<file path="src/rtl/ace_snoop_if.sv">
// ACE snoop channels (AC request, CR response, CD data) between the interconnect and the snoop unit.
// Every channel: a transfer occurs on the rising edge where valid && ready; once valid is raised the
// sender holds valid and payload stable until that edge, and ready may change freely beforehand.
interface ace_snoop_if #(
   parameter int AC = 64,
   parameter int CD = 64
) ();
   logic [AC-1:0] ac_addr;
   logic [3:0]    ac_snoop;
   logic [2:0]    ac_prot;
   logic          ac_valid;
   logic          ac_ready;
   logic [4:0]    cr_resp;
   logic          cr_valid;
   logic          cr_ready;
   logic [CD-1:0] cd_data;
   logic          cd_last;
   logic          cd_valid;
   logic          cd_ready;

   modport master (
      output ac_addr, ac_snoop, ac_prot, ac_valid,
      input  ac_ready,
      input  cr_resp, cr_valid,
      output cr_ready,
      input  cd_data, cd_last, cd_valid,
      output cd_ready
   );

   modport slave (
      input  ac_addr, ac_snoop, ac_prot, ac_valid,
      output ac_ready,
      output cr_resp, cr_valid,
      input  cr_ready,
      output cd_data, cd_last, cd_valid,
      input  cd_ready
   );
endinterface

</file>
<file path="src/rtl/ace_snoop_unit.sv">
// ACE snoop engine: queues AC snoops, runs an L1 lookup/invalidate, answers on CR, streams the line on CD.
// Define ACE_SNOOP_ERR_EN to answer unsupported snoop codes with the Error response instead of all-zero.
module ace_snoop_unit #(
   parameter int AC         = 64,
   parameter int CD         = 64,
   parameter int LINE_BYTES = 64,
   parameter int QDEPTH     = 4
) (
   input  logic                    clk_i,
   input  logic                    rst_ni,
   ace_snoop_if.slave              snp,
   output logic                    lk_req_o,
   output logic [AC-1:0]           lk_addr_o,
   output logic [2:0]              lk_prot_o,
   output logic                    lk_inv_o,
   output logic                    lk_clean_o,
   input  logic                    lk_gnt_i,
   input  logic                    lk_valid_i,
   input  logic                    lk_hit_i,
   input  logic                    lk_dirty_i,
   input  logic                    lk_shared_i,
   input  logic                    lk_unique_i,
   input  logic [LINE_BYTES*8-1:0] lk_line_i,
   output logic [2:0]              dbg_state_o
);
   localparam int LW    = LINE_BYTES * 8;
   localparam int BEATS = LW / CD;
   localparam int BW    = (BEATS > 1) ? $clog2(BEATS) : 1;
   localparam int PW    = $clog2(QDEPTH);
   localparam logic [AC-1:0] OFF_MASK = AC'(LINE_BYTES - 1);
`ifdef ACE_SNOOP_ERR_EN
   localparam logic [4:0] UNSUP_RESP = 5'b00010;
`else
   localparam logic [4:0] UNSUP_RESP = 5'b00000;
`endif

   typedef enum logic [2:0] {S_IDLE, S_REQ, S_WAIT, S_RESP, S_DATA} state_e;

   // Returns {supported, invalidate, clean}.
   function automatic logic [2:0] decode(input logic [3:0] code);
      case (code)
         4'b0000, 4'b0001, 4'b0010, 4'b0011: decode = 3'b100;
         4'b0111, 4'b1001, 4'b1101:          decode = 3'b110;
         4'b1000:                            decode = 3'b101;
         default:                            decode = 3'b000;
      endcase
   endfunction

   // {WasUnique, IsShared, PassDirty, Error, DataTransfer} for a supported code.
   function automatic logic [4:0] snoop_resp(input logic [3:0] code, input logic hit, dirty, uniq);
      logic rd, cln, pd, inv;
      rd  = code inside {4'b0000, 4'b0001, 4'b0010, 4'b0011, 4'b0111};
      cln = code inside {4'b1000, 4'b1001};
      pd  = code inside {4'b0111, 4'b1001, 4'b1000, 4'b0001, 4'b0011};
      inv = code inside {4'b0111, 4'b1001, 4'b1101};
      snoop_resp = 5'b00000;
      if (hit) begin
         if (code == 4'b1101) snoop_resp = {uniq, 4'b0000};
         else snoop_resp = {uniq, !inv, dirty && pd, 1'b0, rd || (dirty && cln)};
      end
   endfunction

   logic [AC-1:0]   q_addr  [QDEPTH];
   logic [3:0]      q_snoop [QDEPTH];
   logic [2:0]      q_prot  [QDEPTH];
   logic [PW-1:0]   wr_ptr_q, rd_ptr_q;
   logic [PW:0]     count_q, count_d;
   logic            ac_ready_q;
   logic            push, pop;
   logic [2:0]      head_dec;

   state_e          state_q, state_d;
   logic [AC-1:0]   cmd_addr_q;
   logic [3:0]      cmd_code_q;
   logic [2:0]      cmd_prot_q;
   logic            cmd_inv_q, cmd_clean_q;
   logic [4:0]      resp_q, resp_d;
   logic [LW-1:0]   line_q, line_d;
   logic [BW-1:0]   beat_q, beat_d;
   logic            unused_shared;

   // Shared state does not influence the response; IsShared follows the invalidate decode.
   assign unused_shared = lk_shared_i;

   assign push         = snp.ac_valid && ac_ready_q;
   assign snp.ac_ready = ac_ready_q;
   assign count_d      = count_q + {{PW{1'b0}}, push} - {{PW{1'b0}}, pop};
   assign head_dec     = decode(q_snoop[rd_ptr_q]);
   assign dbg_state_o  = state_q;

   always_ff @(posedge clk_i) begin
      if (push) begin
         q_addr[wr_ptr_q]  <= snp.ac_addr;
         q_snoop[wr_ptr_q] <= snp.ac_snoop;
         q_prot[wr_ptr_q]  <= snp.ac_prot;
      end
   end

   always_comb begin
      state_d       = state_q;
      resp_d        = resp_q;
      line_d        = line_q;
      beat_d        = beat_q;
      pop           = 1'b0;
      lk_req_o      = 1'b0;
      lk_addr_o     = '0;
      lk_prot_o     = 3'b000;
      lk_inv_o      = 1'b0;
      lk_clean_o    = 1'b0;
      snp.cr_valid  = 1'b0;
      snp.cr_resp   = 5'b00000;
      snp.cd_valid  = 1'b0;
      snp.cd_data   = '0;
      snp.cd_last   = 1'b0;
      case (state_q)
         S_IDLE: begin
            if (count_q != '0) begin
               pop = 1'b1;
               if (head_dec[2]) begin
                  state_d = S_REQ;
               end else begin
                  resp_d  = UNSUP_RESP;
                  state_d = S_RESP;
               end
            end
         end
         S_REQ: begin
            lk_req_o   = 1'b1;
            lk_addr_o  = cmd_addr_q & ~OFF_MASK;
            lk_prot_o  = cmd_prot_q;
            lk_inv_o   = cmd_inv_q;
            lk_clean_o = cmd_clean_q;
            if (lk_gnt_i) state_d = S_WAIT;
         end
         S_WAIT: begin
            if (lk_valid_i) begin
               resp_d  = snoop_resp(cmd_code_q, lk_hit_i, lk_dirty_i, lk_unique_i);
               line_d  = lk_line_i;
               state_d = S_RESP;
            end
         end
         S_RESP: begin
            snp.cr_valid = 1'b1;
            snp.cr_resp  = resp_q;
            beat_d       = '0;
            if (snp.cr_ready) state_d = resp_q[0] ? S_DATA : S_IDLE;
         end
         S_DATA: begin
            snp.cd_valid = 1'b1;
            snp.cd_data  = line_q[int'(beat_q)*CD +: CD];
            snp.cd_last  = (beat_q == BW'(BEATS - 1));
            if (snp.cd_ready) begin
               if (snp.cd_last) begin
                  beat_d  = '0;
                  state_d = S_IDLE;
               end else begin
                  beat_d = beat_q + 1'b1;
               end
            end
         end
         default: state_d = S_IDLE;
      endcase
   end

   always_ff @(posedge clk_i or negedge rst_ni) begin
      if (!rst_ni) begin
         state_q     <= S_IDLE;
         wr_ptr_q    <= '0;
         rd_ptr_q    <= '0;
         count_q     <= '0;
         ac_ready_q  <= 1'b0;
         cmd_addr_q  <= '0;
         cmd_code_q  <= 4'b0000;
         cmd_prot_q  <= 3'b000;
         cmd_inv_q   <= 1'b0;
         cmd_clean_q <= 1'b0;
         resp_q      <= 5'b00000;
         line_q      <= '0;
         beat_q      <= '0;
      end else begin
         state_q    <= state_d;
         count_q    <= count_d;
         resp_q     <= resp_d;
         line_q     <= line_d;
         beat_q     <= beat_d;
         // Ready is registered so it is low while in reset and tracks "not full" afterwards.
         ac_ready_q <= (count_d != (PW+1)'(QDEPTH));
         if (push) wr_ptr_q <= wr_ptr_q + 1'b1;
         if (pop) begin
            rd_ptr_q    <= rd_ptr_q + 1'b1;
            cmd_addr_q  <= q_addr[rd_ptr_q];
            cmd_code_q  <= q_snoop[rd_ptr_q];
            cmd_prot_q  <= q_prot[rd_ptr_q];
            cmd_inv_q   <= head_dec[1];
            cmd_clean_q <= head_dec[0];
         end
      end
   end
endmodule

</file>
<file path="src/flat_wrapper.sv">
// flat-port wrapper written by rule: the top's interface ports become plain ports
module ace_snoop_unit_flat 
#(
   parameter int AC         = 64,
   parameter int CD         = 64,
   parameter int LINE_BYTES = 64,
   parameter int QDEPTH     = 4
)
  (clk_i, rst_ni, lk_req_o, lk_addr_o, lk_prot_o, lk_inv_o, lk_clean_o, lk_gnt_i, lk_valid_i, lk_hit_i, lk_dirty_i, lk_shared_i, lk_unique_i, lk_line_i, dbg_state_o, snp_ac_addr, snp_ac_snoop, snp_ac_prot, snp_ac_valid, snp_ac_ready, snp_cr_resp, snp_cr_valid, snp_cr_ready, snp_cd_data, snp_cd_last, snp_cd_valid, snp_cd_ready);
  ace_snoop_if #(.AC(AC), .CD(CD)) snp_i ();
  input  logic clk_i;
  input  logic rst_ni;
  output logic lk_req_o;
  output logic [AC-1:0] lk_addr_o;
  output logic [2:0] lk_prot_o;
  output logic lk_inv_o;
  output logic lk_clean_o;
  input  logic lk_gnt_i;
  input  logic lk_valid_i;
  input  logic lk_hit_i;
  input  logic lk_dirty_i;
  input  logic lk_shared_i;
  input  logic lk_unique_i;
  input  logic [LINE_BYTES*8-1:0] lk_line_i;
  output logic [2:0] dbg_state_o;
  input wire logic [$bits(snp_i.ac_addr)-1:0] snp_ac_addr;
  input wire logic [$bits(snp_i.ac_snoop)-1:0] snp_ac_snoop;
  input wire logic [$bits(snp_i.ac_prot)-1:0] snp_ac_prot;
  input wire logic [$bits(snp_i.ac_valid)-1:0] snp_ac_valid;
  output wire logic [$bits(snp_i.ac_ready)-1:0] snp_ac_ready;
  output wire logic [$bits(snp_i.cr_resp)-1:0] snp_cr_resp;
  output wire logic [$bits(snp_i.cr_valid)-1:0] snp_cr_valid;
  input wire logic [$bits(snp_i.cr_ready)-1:0] snp_cr_ready;
  output wire logic [$bits(snp_i.cd_data)-1:0] snp_cd_data;
  output wire logic [$bits(snp_i.cd_last)-1:0] snp_cd_last;
  output wire logic [$bits(snp_i.cd_valid)-1:0] snp_cd_valid;
  input wire logic [$bits(snp_i.cd_ready)-1:0] snp_cd_ready;
  assign snp_i.ac_addr = snp_ac_addr;
  assign snp_i.ac_snoop = snp_ac_snoop;
  assign snp_i.ac_prot = snp_ac_prot;
  assign snp_i.ac_valid = snp_ac_valid;
  assign snp_ac_ready = snp_i.ac_ready;
  assign snp_cr_resp = snp_i.cr_resp;
  assign snp_cr_valid = snp_i.cr_valid;
  assign snp_i.cr_ready = snp_cr_ready;
  assign snp_cd_data = snp_i.cd_data;
  assign snp_cd_last = snp_i.cd_last;
  assign snp_cd_valid = snp_i.cd_valid;
  assign snp_i.cd_ready = snp_cd_ready;
  ace_snoop_unit #(.AC(AC), .CD(CD), .LINE_BYTES(LINE_BYTES), .QDEPTH(QDEPTH)) u_core (.clk_i(clk_i), .rst_ni(rst_ni), .snp(snp_i), .lk_req_o(lk_req_o), .lk_addr_o(lk_addr_o), .lk_prot_o(lk_prot_o), .lk_inv_o(lk_inv_o), .lk_clean_o(lk_clean_o), .lk_gnt_i(lk_gnt_i), .lk_valid_i(lk_valid_i), .lk_hit_i(lk_hit_i), .lk_dirty_i(lk_dirty_i), .lk_shared_i(lk_shared_i), .lk_unique_i(lk_unique_i), .lk_line_i(lk_line_i), .dbg_state_o(dbg_state_o));
endmodule
</file>
<file path="config.mk">
export PLATFORM = sky130hd
export DESIGN_NAME = ace_snoop_unit_flat
export DESIGN_NICKNAME = d
export VERILOG_FILES = /design/src/rtl/ace_snoop_if.sv /design/src/rtl/ace_snoop_unit.sv /design/src/flat_wrapper.sv
export SDC_FILE = /design/constraint.sdc
export NUM_CORES = 1
export LEC_CHECK = 0
export ABC_AREA = 1
export ABC_CLOCK_PERIOD_IN_PS = 12000
export BUFFER_PORTS_ARGS = -buffer_cell sky130_fd_sc_hd__buf_2
export CAP_MARGIN = 0
export CORE_ASPECT_RATIO = 0.7
export CORE_UTILIZATION = 35
export DETAILED_ROUTE_END_ITERATION = 10
export PLACE_DENSITY = 0.57
export SYNTH_ARGS = -nofsm -noshare
export SYNTH_HDL_FRONTEND = slang
export SYNTH_SLANG_ARGS = --single-unit
</file>
<file path="constraint.sdc">
create_clock -name clk_i -period 12 [get_ports clk_i]
set_clock_uncertainty 0.1 [all_clocks]
set_input_delay 3 -clock clk_i [delete_from_list [all_inputs] [get_ports clk_i]]
set_output_delay 3 -clock clk_i [all_outputs]
set_load 0.02 [all_outputs]
</file>
==> results.tsv <==
metric	value	unit
status	finished, final reports clean	
post-synth cell types	30	
Setup Viol. Count Final	0	
Sequential Power Share	43.4	%
post_cts resized	0	
Tightest Pin Transition	1.09	ns
Final HPWL DP	80400	microns
Remaining Overflow, GRT	0	
ANT nets after route	0	
DR vias/cell	4.87	
Met3 Wirelength	7770	microns
initial DRC count	2514	
CP max stage delay	0.79	ns
TritonCTS Buffers	90	
Final Cycle Share	61.0	%
FF-to-FF path depth	8	
RSZ-0062 raised after global routing	no	
critical-path cell list	buf_4 > buf_4 > o21ai_0 > nand3_1 > nand2_1 > a31oi_1 > buf_2	
CTS Hold Bufs	0	
Worst path slowest cell	dfrtp_4	
Site Rows	99	
gpl congestion	0.866	
Reg-to-Reg Start	u_core.dbg_state_o[2]$_DFFE_PN0P_	
Post-Place Cells	6014	
Overall Global Routing Usage	22.3	%
nets	5295	
DR DRC count	0	
WL met2	57200	microns
Worst EP arrival	4.22	ns
Setup TNS	0	ns
fmax	137	MHz
htree depth	3	
NetSw	0.00378	W
clk slew on worst S/H paths	0.06	ns
Die Width	392	microns
WL per Instance	19.9	microns
initial antenna violation count	58	
Worst Setup End Kind	output pin	
Hold EP	u_core.line_q[259]$_DFFE_PN0P_	
Hold WC Path Type	flip-flop to flip-flop	
Initial Utilization	35.6	%
Hold Fails Final Rpt	0	
core area	0.105	sq mm
final WL	124000	microns
Hold Crit Start	u_core.line_q[259]$_DFFE_PN0P_	
clock power share	26.9	%
Max Cap Violations	0	
Req. time, crit path	8.90	ns
power density cells	234	mW/mm^2
crit start category	flip-flop	
clk sinks	857	
r2r setup slk	8.11	ns
total die area	0.108	sq mm
Seq/Total Area, Yosys	61.1	%
Switching Share	36.2	%
worst skew pair latency	0.68	ns
critical path class	flip-flop to output pin	
setup bufs post-CTS	0	
most used cell, CP	buf_4	
Final Max Slew Viols	0	
largest net degree at the start of global routing	185	
vias in the first global route	28671	
top sig layer	met5	
WP buf/inv	3	
Area Overhead vs Synth	19.7	%
Synth Area per Inst	9.04	sq um
delay-heaviest family, CP	buffers and inverters	
Mapped Cells	4119	
Max IR drop VDD	0.154	mV
global-route wire length before repair	182000	microns
CP max FO	85	
#FFs+latches synth	857	
Leakage	20.4	nW
clock root buffer	clkbuf_16	
cell-internal power	0.00668	W
Worst setup startpoint	u_core.beat_q[0]$_DFFE_PN0P_	
die height	275	microns
final worst path period need	7.32	ns
vias after detailed routing	30300	
worst rel slew slack	27.5	%
# IOs	740	
layout cells sized above 1	19.3	%
Logic pwr share	29.7	%
final std cells w/o fill	6228	
FF-to-FF End	u_core.line_q[478]$_DFFE_PN0P_	
synthesized cell area	0.0373	sq mm
port bufs	725	
WL met1	56300	microns
Pre-antenna DRT Iters	6	
Yosys Warn Count	0	
CTS tree	yes	
hold path depth	2	
Longest Clk Path Bufs	3	
## state kept, by name, indices dropped and copies added, names as in the netlist, 2 cells and up
name                flops
u_core.wr_ptr_q         2
u_core.line_q         512
u_core.q_addr         232
u_core.rd_ptr_q         2
u_core.q_snoop         16
u_core.count_q          3
u_core.cmd_prot_q       3
u_core.q_prot          12
u_core.dbg_state_o      3
u_core.beat_q           3
u_core.resp_q           4
u_core.cmd_code_q       4
u_core.cmd_addr_q      58
## cells in the final DEF, fill, tap and decap left out, types with 89 or more instances in the layout
| master | instances |
|---|---|
| inv_1 | 351 |
| clkbuf_16 | 91 |
| dfrtp_1 | 593 |
| nand3_1 | 89 |
| edfxtp_1 | 260 |
| a21oi_1 | 257 |
| o21ai_0 | 411 |
| nand2_1 | 1200 |
| o21ai_1 | 297 |
| buf_2 | 724 |
| nor2_1 | 206 |
## layer usage
metal / GRT usage (%) / vias to the layer above
li1: - / 14678
met3: 4.96 / 172
met4: 8.31 / 22
met5: 0 / -
met2: 33.1 / 878
met1: 31.7 / 14550
## tightest hold or removal path, stage by stage (launching register included)
cell     delay [ns]
dfrtp_1        0.34
nand2_1        0.05
nand2_1        0.04
## power by group through the flow
| stage | registers [W] | logic, W | clock network, W |
|---|---|---|---|
| after global placement | 0.00456 | 0.00305 | 0 |
| final | 0.00454 | 0.00310 | 0.00281 |
| after detailed placement | 0.00459 | 0.00311 | 0 |
| after floorplan | 0.00448 | 0.00231 | 0 |
| after CTS | 0.00454 | 0.00313 | 0.00287 |
| after global routing | 0.00466 | 0.00355 | 0.00298 |
## cells in the mapped netlist, drive strengths merged
| cell type | count | share of area (%) |
|---|---|---|
| a21oi | 257 | 3.5 |
| o211ai | 1 | 0.020 |
| nand3 | 91 | 1.2 |
| o21bai | 1 | 0.020 |
| fa | 1 | 0.054 |
| dfrtp | 597 | 40 |
| inv | 361 | 3.6 |
| clkbuf | 131 | 1.3 |
| o22ai | 62 | 1.0 |
| o221ai | 1 | 0.024 |
| nor3 | 1 | 0.044 |
| conb | 1 | 0.010 |
| o21ai | 708 | 9.5 |
| a31oi | 64 | 1.1 |
| ha | 8 | 0.27 |
| xnor2 | 1 | 0.024 |
| buf | 157 | 2.9 |
| xor2 | 3 | 0.071 |
| nor2 | 212 | 2.2 |
| nand2 | 1201 | 12 |
| edfxtp | 260 | 21 |
## layout make-up
class	count	area (sq um)
well taps	1414	1770
flip-flops and latches	857	22800
fillers	10552	60200
repair buffers	763	3970
clock buffers	128	2550
clock inverters	38	405
inverters	361	1380
diodes	48	120
multi-input cells	2619	11700
## through the flow
step,setup slack [ns],power [W],instance area (sq um),util [%],hold slack [ns]
final,4.68,0.0105,44600,42.6,0.364
after global routing,4.41,0.0112,44600,42.5,0.378
after CTS,4.55,0.0105,44500,42.5,0.368
after detailed placement,5.30,0.00770,41500,39.6,0.353
after global placement,5.35,0.00761,41500,39.6,0.348
after floorplan,5.55,0.00679,37300,-,0.337
## worst max path at each step
stage / endpoint / cells after the start / slack (ns)
after CTS: snp_cd_data[63] / 7 / 4.55
after detailed placement: snp_cd_data[63] / 7 / 5.30
after global routing: snp_cd_data[43] / 7 / 4.41
after floorplan: u_core.q_addr[0][10]$_DFFE_PP_ / 2 / 5.55
after global placement: snp_cd_data[63] / 7 / 5.35
final: snp_cd_data[43] / 7 / 4.68
## logic make-up (layout without fill, tap and decap cells)
logic type                 Yosys count  after routing  share of synthesized area [%]
AOI/OAI and AO/OA                 1094           1094                           15.1
xor gates and xnor gates             4              4                         0.0941
adders and majority gates            9              9                          0.322
buffers and inverters              649           1290                           7.83
DFF                                857            857                           61.1
other                                1             55                         0.0101
and+or+nand+nor                   1505           1505                           15.5
(Power assumes the default switching activity.)
